<file path="config.mk">
export PLATFORM = sky130hd
export DESIGN_NAME = execute_stage_flat
export DESIGN_NICKNAME = d
export VERILOG_FILES = /design/src/rtl/execute_stage_pkg.sv /design/src/rtl/execute_stage_if.sv /design/src/rtl/execute_stage_alu.sv /design/src/rtl/execute_stage.sv /design/src/flat_wrapper.sv
export SDC_FILE = /design/constraint.sdc
export NUM_CORES = 1
export LEC_CHECK = 0
export ABC_AREA = 1
export CORE_MARGIN = 4
export CORE_UTILIZATION = 40
export CTS_BUF_LIST = sky130_fd_sc_hd__clkbuf_2
export DETAILED_ROUTE_END_ITERATION = 8
export HOLD_SLACK_MARGIN = 0.08
export PLACE_DENSITY = 0.65
export REMOVE_ABC_BUFFERS = 1
export SYNTH_ARGS = -nofsm -noshare
export SYNTH_HDL_FRONTEND = slang
export SYNTH_SLANG_ARGS = --single-unit
</file>
<file path="constraint.sdc">
create_clock -name clk -period 3.4 [get_ports clk]
set_input_delay 0.68 -clock clk [delete_from_list [all_inputs] [get_ports clk]]
set_output_delay 0.68 -clock clk [all_outputs]
set_load 0.02 [all_outputs]
</file>
<file path="src/rtl/execute_stage_pkg.sv">
// Shared types and constants for the RV32I execute stage.
// Holds ALU/forwarding enums, funct7 and opcode constants, and small decode helpers.
package execute_stage_pkg;

    localparam int DATA_WIDTH = 32;
    localparam int SHAMT_W    = $clog2(DATA_WIDTH);

    typedef enum logic [2:0] {
        ALUOP_NONE        = 3'd0,
        ALUOP_RTYPE       = 3'd1,
        ALUOP_ITYPE_ARITH = 3'd2,
        ALUOP_MEM_ADDR    = 3'd3,
        ALUOP_BRANCH      = 3'd4,
        ALUOP_LUI         = 3'd5,
        ALUOP_JUMP        = 3'd6
    } alu_op_e;

    typedef enum logic [1:0] {
        FW_NONE    = 2'd0,
        FW_MEM_ALU = 2'd1,
        FW_WB_DATA = 2'd2
    } fw_sel_e;

    typedef enum logic [3:0] {
        ALU_ADD    = 4'd0,
        ALU_SUB    = 4'd1,
        ALU_SLL    = 4'd2,
        ALU_SLT    = 4'd3,
        ALU_SLTU   = 4'd4,
        ALU_XOR    = 4'd5,
        ALU_SRL    = 4'd6,
        ALU_SRA    = 4'd7,
        ALU_OR     = 4'd8,
        ALU_AND    = 4'd9,
        ALU_PASS_B = 4'd10,
        ALU_ZERO   = 4'd11
    } alu_ctrl_e;

    localparam logic [6:0] FUNCT7_ADD = 7'b0000000;
    localparam logic [6:0] FUNCT7_SUB = 7'b0100000;

    localparam logic [6:0] OPC_LUI    = 7'b0110111;
    localparam logic [6:0] OPC_AUIPC  = 7'b0010111;
    localparam logic [6:0] OPC_JAL    = 7'b1101111;
    localparam logic [6:0] OPC_JALR   = 7'b1100111;
    localparam logic [6:0] OPC_BRANCH = 7'b1100011;
    localparam logic [6:0] OPC_LOAD   = 7'b0000011;
    localparam logic [6:0] OPC_STORE  = 7'b0100011;
    localparam logic [6:0] OPC_OP_IMM = 7'b0010011;
    localparam logic [6:0] OPC_OP     = 7'b0110011;

    // Unknown select encodings fall back to the register-file value.
    function automatic logic [DATA_WIDTH-1:0] fwd_select(
        input fw_sel_e               sel,
        input logic [DATA_WIDTH-1:0] rd_data,
        input logic [DATA_WIDTH-1:0] mem_data,
        input logic [DATA_WIDTH-1:0] wb_data
    );
        logic [DATA_WIDTH-1:0] val;
        case (sel)
            FW_MEM_ALU: val = mem_data;
            FW_WB_DATA: val = wb_data;
            default:    val = rd_data;
        endcase
        return val;
    endfunction

    // Shared funct3 map for register and immediate arithmetic.
    function automatic alu_ctrl_e decode_funct3(
        input logic [2:0] funct3,
        input logic       use_sub,
        input logic       arith_shift
    );
        alu_ctrl_e ctrl;
        case (funct3)
            3'b000:  ctrl = use_sub ? ALU_SUB : ALU_ADD;
            3'b001:  ctrl = ALU_SLL;
            3'b010:  ctrl = ALU_SLT;
            3'b011:  ctrl = ALU_SLTU;
            3'b100:  ctrl = ALU_XOR;
            3'b101:  ctrl = arith_shift ? ALU_SRA : ALU_SRL;
            3'b110:  ctrl = ALU_OR;
            default: ctrl = ALU_AND;
        endcase
        return ctrl;
    endfunction

endpackage

</file>
<file path="src/rtl/execute_stage_if.sv">
// ID/EX operand bundle into the execute stage and its registered EX/MEM results.
// master drives operands and controls; slave is the execute stage itself.
interface execute_stage_if;
    import execute_stage_pkg::*;

    logic [DATA_WIDTH-1:0] EX_rd_data1_i;
    logic [DATA_WIDTH-1:0] EX_rd_data2_i;
    logic [DATA_WIDTH-1:0] MEM_alu_result_i;
    logic [DATA_WIDTH-1:0] WB_alu_result_i;
    logic [DATA_WIDTH-1:0] EX_imm_i;
    logic [DATA_WIDTH-1:0] EX_pc_i;
    logic [31:0]           EX_instruction_i;
    logic                  EX_ALUOpSrc1_i;
    logic                  EX_ALUOpSrc2_i;
    alu_op_e               EX_ALUOp_i;
    fw_sel_e               EX_forwardA_i;
    fw_sel_e               EX_forwardB_i;
    logic [DATA_WIDTH-1:0] EX_alu_result_o;
    logic [DATA_WIDTH-1:0] EX_wr_data_o;

    modport master (
        output EX_rd_data1_i, EX_rd_data2_i, MEM_alu_result_i, WB_alu_result_i,
        output EX_imm_i, EX_pc_i, EX_instruction_i,
        output EX_ALUOpSrc1_i, EX_ALUOpSrc2_i, EX_ALUOp_i,
        output EX_forwardA_i, EX_forwardB_i,
        input  EX_alu_result_o, EX_wr_data_o
    );

    modport slave (
        input  EX_rd_data1_i, EX_rd_data2_i, MEM_alu_result_i, WB_alu_result_i,
        input  EX_imm_i, EX_pc_i, EX_instruction_i,
        input  EX_ALUOpSrc1_i, EX_ALUOpSrc2_i, EX_ALUOp_i,
        input  EX_forwardA_i, EX_forwardB_i,
        output EX_alu_result_o, EX_wr_data_o
    );

endinterface

</file>
<file path="src/rtl/execute_stage_alu.sv">
// Combinational RV32I ALU: arithmetic, logic, shifts, compares, pass-B and zero.
// Latency 0 (pure combinational); no flow control.
module execute_stage_alu
    import execute_stage_pkg::*;
(
    input  logic [DATA_WIDTH-1:0] op_a,
    input  logic [DATA_WIDTH-1:0] op_b,
    input  alu_ctrl_e             ctrl,
    output logic [DATA_WIDTH-1:0] result
);

    logic [SHAMT_W-1:0] shamt;
    logic               lt_signed;
    logic               lt_unsigned;

    assign shamt       = op_b[SHAMT_W-1:0];
    assign lt_signed   = $signed(op_a) < $signed(op_b);
    assign lt_unsigned = op_a < op_b;

    always_comb begin
        result = '0;
        case (ctrl)
            ALU_ADD:    result = op_a + op_b;
            ALU_SUB:    result = op_a - op_b;
            ALU_SLL:    result = op_a << shamt;
            ALU_SLT:    result = {{(DATA_WIDTH-1){1'b0}}, lt_signed};
            ALU_SLTU:   result = {{(DATA_WIDTH-1){1'b0}}, lt_unsigned};
            ALU_XOR:    result = op_a ^ op_b;
            ALU_SRL:    result = op_a >> shamt;
            ALU_SRA:    result = $unsigned($signed(op_a) >>> shamt);
            ALU_OR:     result = op_a | op_b;
            ALU_AND:    result = op_a & op_b;
            ALU_PASS_B: result = op_b;
            default:    result = '0;
        endcase
    end

endmodule

</file>
<file path="src/rtl/execute_stage.sv">
// RV32I EX stage: forwarding, source muxes, ALU control decode, EX/MEM output register.
// Latency 1 cycle; no backpressure or stall, inputs are sampled on every clock.
module execute_stage
    import execute_stage_pkg::*;
(
    input  logic           clk,
    input  logic           rst,
    execute_stage_if.slave bus
);

    logic [DATA_WIDTH-1:0] fwd_a;
    logic [DATA_WIDTH-1:0] fwd_b;
    logic [DATA_WIDTH-1:0] op_a;
    logic [DATA_WIDTH-1:0] op_b;
    logic [DATA_WIDTH-1:0] alu_result;
    logic [DATA_WIDTH-1:0] result_q;
    logic [DATA_WIDTH-1:0] wr_data_q;
    logic [2:0]            funct3;
    logic [6:0]            funct7;
    alu_ctrl_e             alu_ctrl;
    logic                  unused_instr_bits;

    assign funct3            = bus.EX_instruction_i[14:12];
    assign funct7            = bus.EX_instruction_i[31:25];
    assign unused_instr_bits = ^{bus.EX_instruction_i[24:15], bus.EX_instruction_i[11:0]};

    assign fwd_a = fwd_select(bus.EX_forwardA_i, bus.EX_rd_data1_i,
                              bus.MEM_alu_result_i, bus.WB_alu_result_i);
    assign fwd_b = fwd_select(bus.EX_forwardB_i, bus.EX_rd_data2_i,
                              bus.MEM_alu_result_i, bus.WB_alu_result_i);

    assign op_a = bus.EX_ALUOpSrc1_i ? bus.EX_pc_i  : fwd_a;
    assign op_b = bus.EX_ALUOpSrc2_i ? bus.EX_imm_i : fwd_b;

    // Immediate arithmetic never subtracts; bit 30 only picks SRAI over SRLI.
    always_comb begin
        alu_ctrl = ALU_ZERO;
        case (bus.EX_ALUOp_i)
            ALUOP_RTYPE:       alu_ctrl = decode_funct3(funct3, funct7 == FUNCT7_SUB, funct7[5]);
            ALUOP_ITYPE_ARITH: alu_ctrl = decode_funct3(funct3, 1'b0, funct7[5]);
            ALUOP_MEM_ADDR:    alu_ctrl = ALU_ADD;
            ALUOP_JUMP:        alu_ctrl = ALU_ADD;
            ALUOP_BRANCH:      alu_ctrl = ALU_SUB;
            ALUOP_LUI:         alu_ctrl = ALU_PASS_B;
            default:           alu_ctrl = ALU_ZERO;
        endcase
    end

    execute_stage_alu u_alu (
        .op_a   (op_a),
        .op_b   (op_b),
        .ctrl   (alu_ctrl),
        .result (alu_result)
    );

    always_ff @(posedge clk or posedge rst) begin
        if (rst) begin
            result_q  <= '0;
            wr_data_q <= '0;
        end else begin
            result_q  <= alu_result;
            wr_data_q <= op_b;
        end
    end

    assign bus.EX_alu_result_o = result_q;
    assign bus.EX_wr_data_o    = wr_data_q;

endmodule

</file>
<file path="src/flat_wrapper.sv">
// flat-port wrapper written by rule: the top's interface ports become plain ports
module execute_stage_flat import execute_stage_pkg::*;
  (clk, rst, bus_EX_rd_data1_i, bus_EX_rd_data2_i, bus_MEM_alu_result_i, bus_WB_alu_result_i, bus_EX_imm_i, bus_EX_pc_i, bus_EX_instruction_i, bus_EX_ALUOpSrc1_i, bus_EX_ALUOpSrc2_i, bus_EX_ALUOp_i, bus_EX_forwardA_i, bus_EX_forwardB_i, bus_EX_alu_result_o, bus_EX_wr_data_o);
  execute_stage_if bus_i ();
  input  logic clk;
  input  logic rst;
  input wire logic [$bits(bus_i.EX_rd_data1_i)-1:0] bus_EX_rd_data1_i;
  input wire logic [$bits(bus_i.EX_rd_data2_i)-1:0] bus_EX_rd_data2_i;
  input wire logic [$bits(bus_i.MEM_alu_result_i)-1:0] bus_MEM_alu_result_i;
  input wire logic [$bits(bus_i.WB_alu_result_i)-1:0] bus_WB_alu_result_i;
  input wire logic [$bits(bus_i.EX_imm_i)-1:0] bus_EX_imm_i;
  input wire logic [$bits(bus_i.EX_pc_i)-1:0] bus_EX_pc_i;
  input wire logic [$bits(bus_i.EX_instruction_i)-1:0] bus_EX_instruction_i;
  input wire logic [$bits(bus_i.EX_ALUOpSrc1_i)-1:0] bus_EX_ALUOpSrc1_i;
  input wire logic [$bits(bus_i.EX_ALUOpSrc2_i)-1:0] bus_EX_ALUOpSrc2_i;
  input wire logic [$bits(bus_i.EX_ALUOp_i)-1:0] bus_EX_ALUOp_i;
  input wire logic [$bits(bus_i.EX_forwardA_i)-1:0] bus_EX_forwardA_i;
  input wire logic [$bits(bus_i.EX_forwardB_i)-1:0] bus_EX_forwardB_i;
  output wire logic [$bits(bus_i.EX_alu_result_o)-1:0] bus_EX_alu_result_o;
  output wire logic [$bits(bus_i.EX_wr_data_o)-1:0] bus_EX_wr_data_o;
  assign bus_i.EX_rd_data1_i = bus_EX_rd_data1_i;
  assign bus_i.EX_rd_data2_i = bus_EX_rd_data2_i;
  assign bus_i.MEM_alu_result_i = bus_MEM_alu_result_i;
  assign bus_i.WB_alu_result_i = bus_WB_alu_result_i;
  assign bus_i.EX_imm_i = bus_EX_imm_i;
  assign bus_i.EX_pc_i = bus_EX_pc_i;
  assign bus_i.EX_instruction_i = bus_EX_instruction_i;
  assign bus_i.EX_ALUOpSrc1_i = bus_EX_ALUOpSrc1_i;
  assign bus_i.EX_ALUOpSrc2_i = bus_EX_ALUOpSrc2_i;
  assign bus_i.EX_ALUOp_i = bus_EX_ALUOp_i;
  assign bus_i.EX_forwardA_i = bus_EX_forwardA_i;
  assign bus_i.EX_forwardB_i = bus_EX_forwardB_i;
  assign bus_EX_alu_result_o = bus_i.EX_alu_result_o;
  assign bus_EX_wr_data_o = bus_i.EX_wr_data_o;
  execute_stage u_core (.clk(clk), .rst(rst), .bus(bus_i));
endmodule
</file>
==> Yosys cells after proc, flatten, opt, wreduce, memory -nomap -nowiden <==
Index checks and enable logic that the tools add are counted.
{ "word_totals": {"reg_bits": 64, "input_bits": 235, "elab_cells": 52} }
{ "op_classes": {"addsub": 2, "n_lt_le_gt_ge": 2, "eq_ne": 27, "shift": 3, "muxes": 10, "n_bitwise": 3, "reduce_logical": 3} }
{ "ops": {"columns": ["cell", "n"], "rows": [
  ["32-bit case mux with 11 select lines", 1],
  ["32-bit case mux with 2 select lines", 2],
  ["32-bit < comparator", 2],
  ["32-bit 2-to-1 mux", 2],
  ["4-bit case mux with 7 select lines", 2],
  ["32-bit adder", 1],
  ["32-bit bitwise AND", 1],
  ["32-bit OR", 1],
  ["32-bit by 5-bit left shift with 32-bit output", 1],
  ["32-bit by 5-bit right shift with 32-bit output", 1],
  ["32-bit by 5-bit >>> shifter with 32-bit output", 1],
  ["32-bit subtractor", 1],
  ["32-bit XOR", 1],
  ["4-bit case mux with 5 select lines", 1],
  ["3-bit equality test (second input constant)", 6],
  ["4-bit by 3-bit equality test with 1-bit output (second input constant)", 4],
  ["3-bit by 2-bit equality test with 1-bit output (second input constant)", 4],
  ["4-bit equality test (second input constant)", 3],
  ["4-bit by 2-bit equality test with 1-bit output (second input constant)", 2],
  ["7-bit by 6-bit equality test with 1-bit output (second input constant)", 1],
  ["3-bit by 1-bit equality test with 1-bit output (second input constant)", 2],
  ["2-bit by 1-bit equality test with 1-bit output (second input constant)", 2],
  ["2-bit equality test (second input constant)", 2],
  ["4-bit by 1-bit equality test with 1-bit output (second input constant)", 1],
  ["4 further kinds", 5]
]} }

==> Logic depth before layout (Yosys ltp) <==
Gate-level depths: netlist of the first run.
{ "depth": {"word_depth": 6, "mapped_depth": 28, "ltp_nobuf": 26} }

==> Cells and area by module <==
Synthesis of the first run repeated with hierarchy kept, for this count alone.
{ "unflattened": {"hier_cells": 2803, "hier_area_um2": 14413.8} }
{ "modules_own_cells": {"columns": ["module", "instances", "cells_each", "area_per_inst_um2"], "rows": [
  ["execute_stage_alu", 1, 2218, 10452.5],
  ["execute_stage", 1, 585, 3961.3]
]} }

==> Worst setup path before layout of the first run <==
Ideal clock, no wire load.
{ "synth_timing": {"path_type": "input port to flip-flop", "startpoint": "in bus_EX_forwardB_i[0]", "endpoint": "reg u_core.result_q[19] (netlist: u_core.bus.EX_alu_result_o[19])", "t_arrival_ns": 3.548, "required_ns": 3.281, "slack_ns": -0.267, "stages": 26, "n_path_buf": 5, "path_cell_list": "inv_1 -> ha_1 -> buf_6 -> inv_4 -> buf_4 -> nand2_1 -> nand2_1 -> o21ai_1 -> buf_2 -> buf_1 -> ha_1 -> buf_2 -> inv_1 -> nand2_1 -> nand2_1 -> a21oi_1 -> nand2_1 -> inv_1 -> o21ai_1 -> nand2_1 -> nand2_1 -> nand2_1 -> nand3_1 -> nand2_1 -> nor2_1 -> nand2_1"} }
{ "synth_between": {"elab_chain_cells": 5, "elab_cells_between_ends": 13, "cone_classes": "2 x add/sub; 2 x eq/ne; 3 x shift; 3 x mux; 3 x bitwise"} }
{ "synth_rtl": {"columns": ["element", "line", "rtl"], "rows": [
  ["start, declared", "flat_wrapper.sv:18", "input wire logic [$bits(bus_i.EX_forwardB_i)-1:0] bus_EX_forwardB_i;"],
  ["2-bit equality test or 2-bit by 1-bit equality test with 1-bit output (tied branches)", "execute_stage_pkg.sv:60", "case (sel)"],
  ["32-bit case mux with 2 select lines *", "execute_stage_pkg.sv:60", null],
  ["32-bit 2-to-1 mux *", "execute_stage.sv:33", "assign op_b = bus.EX_ALUOpSrc2_i ? bus.EX_imm_i : fwd_b;"],
  ["32-bit subtractor (tied with other cells)", "execute_stage_alu.sv:24", "ALU_SUB: result = op_a - op_b;"],
  ["32-bit case mux with 11 select lines *", "execute_stage_alu.sv:22", "case (ctrl)"],
  ["named net u_core.alu_result[19]", "execute_stage.sv:15", "logic [DATA_WIDTH-1:0] alu_result;"],
  ["end signal, assigned", "execute_stage.sv:61", "result_q <= alu_result;"],
  ["end, declared", "execute_stage.sv:16", "logic [DATA_WIDTH-1:0] result_q;"]
]} }
Mark *: on every way through the listed nets, which the timed path passes. The rest lies on a longest branch.

==> Final worst setup path of the first run <==
{ "layout_timing": {"startpoint": "in bus_EX_forwardB_i[1]", "endpoint": "reg u_core.result_q[25] (netlist: u_core.bus.EX_alu_result_o[25])"} }
The elaborated chain is that of the path after synthesis.

==> flow_metrics.tcl, run 1 <==
set metrics [dict create \
    core_area_mm2 0.0339 \
    finalWorstSetupSlack_ns 0.108 \
    clock_path_buffers 2 \
    yosys_warnings 0 \
    io_buffers 276 \
    ys_seq_area_share_pct 11.5 \
    antenna_found_initial 4 \
    setup_viol 0 \
    cts_root_buffer "clkbuf_2" \
    synthArstFlopShare_pct 100 \
    worst_ep_required_time_ns 3.95 \
    dpl.hpwl_mm 65.4 \
    place_ws_ns -1.48 \
    post-route-period-util_pct 96.8 \
    fin_nets 3683 \
    cts_hold_buf 0 \
    wl_per_cell_um 21.4 \
    dr.pass1.iters 9 \
    final.setup.tns_ns 0 \
    synth_area_per_cell_um2 5.43 \
    cap_viol_max_count 0 \
    syn_to_final_growth_pct 64.2 \
    vias 21800 \
    gr-total-overflow 0 \
    nFillCells 3134 \
    slew_headroom_pct 13.2 \
    grt_usage_pct 40.3 \
    grt_pass1_vias 20700 \
    fin_total_pwr_uw 8220 \
    timing.fmax_ghz 0.304 \
    gp_congestion 1.08 \
    status "finished clean" \
    cp.arrival_ns 3.84 \
    crit_path_end_kind "flip-flop" \
    multiInputGateArea_mm2 0.0119 \
    grt_start_max_net_pins 76 \
    slew_viol_final 0 \
    cts.sinks 64 \
    start_util_pct 41.0 \
    io-pin-count 299 \
    wl_mm 81.1 \
    leakage_uw 0.0115 \
    synth_seq_cells 64 \
    post_drt_via_cell_ratio 5.75 \
    drc 0 \
    ant_nets 0 \
    drt_iter0_markers 2760 \
    hold_viol 0 \
    clk_pin_slew_ns 0.25 \
    tightest_slew_ns 1.30 \
    syn_inst 2557 \
    die_area_mm2 0.0377 \
    crit_type "in -> reg" \
    grt_pass1_wl_mm 119 \
    cts-htree-levels 3 \
    die_w_um 194 \
    seqCellArea_mm2 0.00160 \
    drive_gt1_share_pct 28.3 \
    hold_slack_ns 0.182 \
    start_kind "primary input" \
    syn_area_mm2 0.0139 \
    synth_edf_count 0 \
    cts_tree "done" \
    fin_crit_ns 3.29 \
    hold_class "in -> async" \
    rows 67 \
    synth_cell_types 53 \
    p_per_area_mw_per_mm2 361 \
    ys.flop_type "dfrtp_1" \
    cts_made_buffers 9 \
    path_max_fanout 8 \
    peakVddDrop_uv 214 \
    fp.dieH_um 194 \
]
## sequential cells by signal, indices dropped and copies added, names as in the netlist
register                    flops
u_core.bus.EX_alu_result_o     32
u_core.bus.EX_wr_data_o        32
## area by class of cell
| type | count | share of cell area (%) |
|---|---|---|
| clock inverter | 4 | 0.242 |
| timing repair inverter | 1 | 0.0330 |
| clock buffer | 12 | 0.264 |
| antenna | 2 | 0.0220 |
| multi-input combinational | 2145 | 52.2 |
| tap | 448 | 2.46 |
| sequential | 64 | 7.03 |
| timing repair buffer | 907 | 34.1 |
| inverter | 217 | 3.66 |
## Yosys cell counts (all sizes together) (4+ instances only)
library cell | instances | share of area [%]
nand2 | 831 | 23
nand3 | 446 | 16
nor2 | 307 | 8.9
inv | 216 | 5.9
a21oi | 132 | 5.1
o21ai | 121 | 4.4
buf | 109 | 4.5
ha | 101 | 9.1
dfrtp | 64 | 12
nand4 | 27 | 1.3
nor3 | 23 | 0.83
clkbuf | 22 | 0.60
a22o | 21 | 1.3
a21boi | 20 | 1.1
o22ai | 20 | 0.90
o211ai | 17 | 0.92
nand3b | 10 | 0.54
o21a | 10 | 0.54
a31oi | 9 | 0.41
o21bai | 8 | 0.43
a21o | 7 | 0.38
a22oi | 7 | 0.38
xor2 | 7 | 0.44
or2 | 6 | 0.27
and2 | 4 | 0.18
## placed cells by master, fill, tap and decap left out, types with 6 or more instances in the layout
| cell | netlist | routed |
|---|---|---|
| a21boi_1 | 16 | 12 |
| o211ai_1 | 17 | 17 |
| inv_2 | 18 | 39 |
| buf_6 | 5 | 8 |
| o21ai_1 | 20 | 35 |
| a21oi_2 | 13 | 42 |
| nand3_2 | 4 | 14 |
| nand4_1 | 26 | 26 |
| clkbuf_2 | 0 | 14 |
| buf_12 | 0 | 18 |
| o22ai_1 | 20 | 19 |
| nand3_1 | 441 | 427 |
| o21a_1 | 10 | 9 |
| o21ai_2 | 3 | 20 |
| clkdlybuf4s50_1 | 0 | 270 |
| nor3_1 | 23 | 14 |
| ha_2 | 0 | 8 |
| nand2_2 | 10 | 35 |
| o21ai_0 | 98 | 64 |
| xor2_1 | 7 | 7 |
| nor2_4 | 5 | 12 |
| a21o_1 | 7 | 7 |
| buf_4 | 22 | 604 |
| a21oi_1 | 119 | 82 |
| nand3b_1 | 10 | 10 |
| nand2_1 | 818 | 788 |
| ha_4 | 0 | 26 |
| nor3_2 | 0 | 6 |
| nor2_1 | 297 | 260 |
| o21bai_1 | 8 | 6 |
| a22o_1 | 21 | 21 |
| a21boi_2 | 2 | 7 |
| dfrtp_1 | 64 | 64 |
| a31oi_1 | 9 | 7 |
| nand2_4 | 3 | 8 |
| inv_1 | 195 | 172 |
| ha_1 | 101 | 67 |
| a21oi_4 | 0 | 8 |
| nor2_2 | 3 | 33 |
## layer usage
metal	vias to the layer above	global-route usage (%)	routed length [µm]
met3	270	8.86	9810
met1	10100	53.6	32100
li1	10000	-	-
met2	1443	63.1	35000
met5	-	0	42
met4	6	17.3	4180
## worst paths after layout
check / end / slack, ns / start / depth (start not counted)
max: u_core.bus.EX_alu_result_o[25]$_DFF_PP0_ / 0.11 / bus_EX_forwardB_i[1] / 21
min: u_core.bus.EX_wr_data_o[25]$_DFF_PP0_ / 0.18 / rst / 2
max in group asynchronous: u_core.bus.EX_wr_data_o[10]$_DFF_PP0_ / 2.38 / rst / 3
min in group clk: u_core.bus.EX_wr_data_o[5]$_DFF_PP0_ / 0.73 / bus_EX_ALUOpSrc2_i / 5
## per-stage QoR
stage	cell area (µm²)	utilization, %	std cells
CTS	22200	65.5	3786
finish	22800	67.2	3800
global route	22800	67.2	3799
detailed placement	21200	62.7	3752
global placement	21200	62.7	3752
floorplan	13200	-	2426
## where the power goes
part           internal [µW]  switching, µW  leakage (µW)
registers                914           99.4      0.000772
clock network            182            392     0.0000724
logic                   2880           3760        0.0106
## kinds of logic (layout without fill, tap and decap cells)
| logic type | after synthesis | after routing | synth area share (%) |
|---|---|---|---|
| other | 0 | 2 | 0 |
| and+or+nand+nor | 1659 | 1659 | 51.3 |
| xor gates and xnor gates | 7 | 7 | 0.442 |
| buffers and inverters | 348 | 1141 | 11.0 |
| adders and majority gates | 103 | 103 | 9.40 |
| AOI/OAI and AO/OA | 376 | 376 | 16.2 |
| DFF | 64 | 64 | 11.5 |
## worst max-delay path, stage by stage
cell	delay (ns)
clkdlybuf4s15_1	0.25
inv_1	0.09
ha_4	0.18
buf_12	0.14
buf_12	0.13
buf_4	0.16
a22o_1	0.20
nand2_1	0.05
nand2_1	0.04
o21ai_0	0.08
buf_4	0.20
ha_2	0.32
inv_2	0.11
nand2_1	0.11
nor2_2	0.15
nand2_1	0.13
or2_2	0.37
a31oi_2	0.17
nor2_1	0.07
nor2_1	0.10
nand3_1	0.09
## repair_timing
| item | CTS | global route |
|---|---|---|
| cloned | 2 | 0 |
| setup buffers | 16 | 12 |
| endpoints found under the setup margin | 30 | 32 |
| pin swaps | 39 | 42 |
| gates resized for setup | 185 | 139 |
(Power assumes the default switching activity.)
==> inputs of run 2 (changes only) <==
- clock period: 3.4 -> 3.12 ns (I/O delays scaled with it)
==> run 2 against run 1 <==
Effect of this change:
- the flow now finishes with violations (setup timing)
- first-iteration DRC count rose by 2.8%
- combinational power rose by 19%
- sequential power rose by 9%
- die area did not move
- via count rose by 2.9%
- non-clock buffer count rose by 72
- power rose by 17%
- sequential cell count did not move
- worst setup slack got worse by 0.16 ns
==> flow_metrics.tcl, run 2 (same netlist as run 1, synthesis figures left out) <==
set metrics [dict create \
    status "finished, violations left" \
    violations "setup timing" \
    dpl.hpwl_mm 66.9 \
    hold_class "in -> async" \
    start_kind "primary input" \
    die_area_mm2 0.0377 \
    ant_nets 0 \
    cts_made_buffers 9 \
    slew_viol_final 0 \
    cts_tree "done" \
    gp_congestion 1.14 \
    path_max_fanout 6 \
    stdcell_count 3872 \
    clockPowerShare_pct 6.1 \
    die_w_um 194 \
    rows 67 \
    slew_headroom_pct 43.9 \
    crit_path_end_kind "flip-flop" \
    p_seq_share_pct 11.4 \
    grt_pass1_wl_mm 122 \
    gr-total-overflow 0 \
    layout_commonest_cell "nand2_1" \
    fin_crit_ns 3.17 \
    io-pin-count 299 \
    wl_per_cell_um 21.8 \
    drive_gt1_share_pct 35.0 \
    post_dp_cell_area_mm2 0.0214 \
    grt_start_max_net_pins 74 \
    setup_viol 3 \
    cp-startpoint "bus_EX_forwardA_i[0]" \
    tightest_slew_ns 0.842 \
    post_drt_via_cell_ratio 5.80 \
    worst_ep_required_time_ns 3.67 \
    grt_pass1_vias 21600 \
    cts_root_buffer "clkbuf_2" \
    syn_to_final_growth_pct 75.9 \
    switching_share_pct 51.4 \
    hold_viol 0 \
    crit_type "in -> reg" \
    cap_viol_max_count 0 \
    cts-htree-levels 3 \
    post-route-period-util_pct 102 \
    p_per_area_mw_per_mm2 393 \
    clock_path_buffers 2 \
    layout_common_cells "nand2_1, buf_4, nand3_1, clkdlybuf4s50_1, nor2_1" \
    switchingPower_uw 4930 \
    drt_iter0_markers 2838 \
    antenna_found_initial 3 \
    cp.arrival_ns 3.72 \
    start_util_pct 41.0 \
    p_int_uw 4660 \
    stdcell_area_mm2 0.0244 \
    peakVddDrop_uv 262 \
    dr.pass1.iters 8 \
    cts.sinks 64 \
    io_buffers 276 \
    leakage_uw 0.0120 \
    wl_mm 84.4 \
    grt_usage_pct 41.2 \
    finalWorstSetupSlack_ns -0.0532 \
    clk_pin_slew_ns 0.27 \
    cts_hold_buf 0 \
    core_area_mm2 0.0339 \
    fin_nets 3755 \
    drc 0 \
    place_ws_ns -1.67 \
    fp.dieH_um 194 \
    timing.fmax_ghz 0.315 \
    vias 22500 \
    hold_slack_ns 0.355 \
    p_comb_share_pct 82.5 \
    rsz0062_at_grt "yes" \
    dp.cells 3778 \
]
## run 2: through the flow
stage | util [%] | setup TNS [ns] | power [µW]
3_5_place_dp | 63.1 | -40.61 | 7520
5_1_grt | 72.0 | -1.28 | 10000
2_1_floorplan | - | -63.61 | 3930
4_1_cts | 67.8 | -0.0105 | 8680
6_report | 72.0 | -0.126 | 9590
3_3_place_gp | 63.1 | -40.42 | 7450
## run 2: how the worst max path moves through the flow
stage | endpoint | slack [ns] | cells past startpoint
after floorplan | u_core.bus.EX_alu_result_o[14]$_DFF_PP0_ | -2.26 | 22
after global placement | u_core.bus.EX_alu_result_o[17]$_DFF_PP0_ | -1.65 | 24
after detailed placement | u_core.bus.EX_alu_result_o[19]$_DFF_PP0_ | -1.67 | 23
after CTS | u_core.bus.EX_alu_result_o[22]$_DFF_PP0_ | -0.01 | 25
after global routing | u_core.bus.EX_alu_result_o[29]$_DFF_PP0_ | -0.1 | 24
final | u_core.bus.EX_alu_result_o[9]$_DFF_PP0_ | -0.05 | 23
## run 2: power by group through the flow
stage          sequential [µW]  clock (µW)  combinational, µW
2_1_floorplan             1280           0               2650
3_3_place_gp              1100           0               6350
3_5_place_dp              1100           0               6420
4_1_cts                   1090         584               7010
5_1_grt                   1100         606               8330
6_report                  1100         585               7910
## run 2: area by class of cell
cell class	count	area (µm²)
diodes	2	5.00
multi-input cells	2145	12800
fillers	2858	9470
flip-flops and latches	64	1600
clock buffers	10	50.0
clock inverters	6	60.1
repair buffers	979	8460
repair inverters	1	7.51
well taps	448	561
inverters	217	845
## run 2: worst max-delay path, stage by stage
cell	delay [ns]
buf_8	0.08
inv_4	0.03
ha_4	0.30
clkinvlp_4	0.18
buf_8	0.19
nor2_1	0.09
nor2_1	0.05
a21boi_1	0.17
buf_4	0.17
inv_2	0.06
ha_4	0.28
nand3b_1	0.10
nand2_2	0.17
nand3_4	0.10
nand3_4	0.15
inv_2	0.06
o21bai_2	0.18
buf_4	0.15
nand2_1	0.06
a31oi_1	0.21
nor2_2	0.06
buf_4	0.15
nand3_1	0.10
## run 2: routing by layer
metal	vias to the layer above	global-route usage [%]	routed length, µm
met4	0	21.1	5800
met2	1573	64.3	36400
li1	10200	-	-
met1	10400	52.9	31500
met3	396	10.3	10700
met5	-	0	0
## run 2: timing repair
action | 4_1_cts | 5_1_grt
pin swaps | 64 | 156
gates resized for setup | 288 | 333
buffers inserted | 45 | 29
cloned | 3 | 0
endpoints found under the setup margin | 32 | 32
endpoints found under the hold margin | 0 | 0
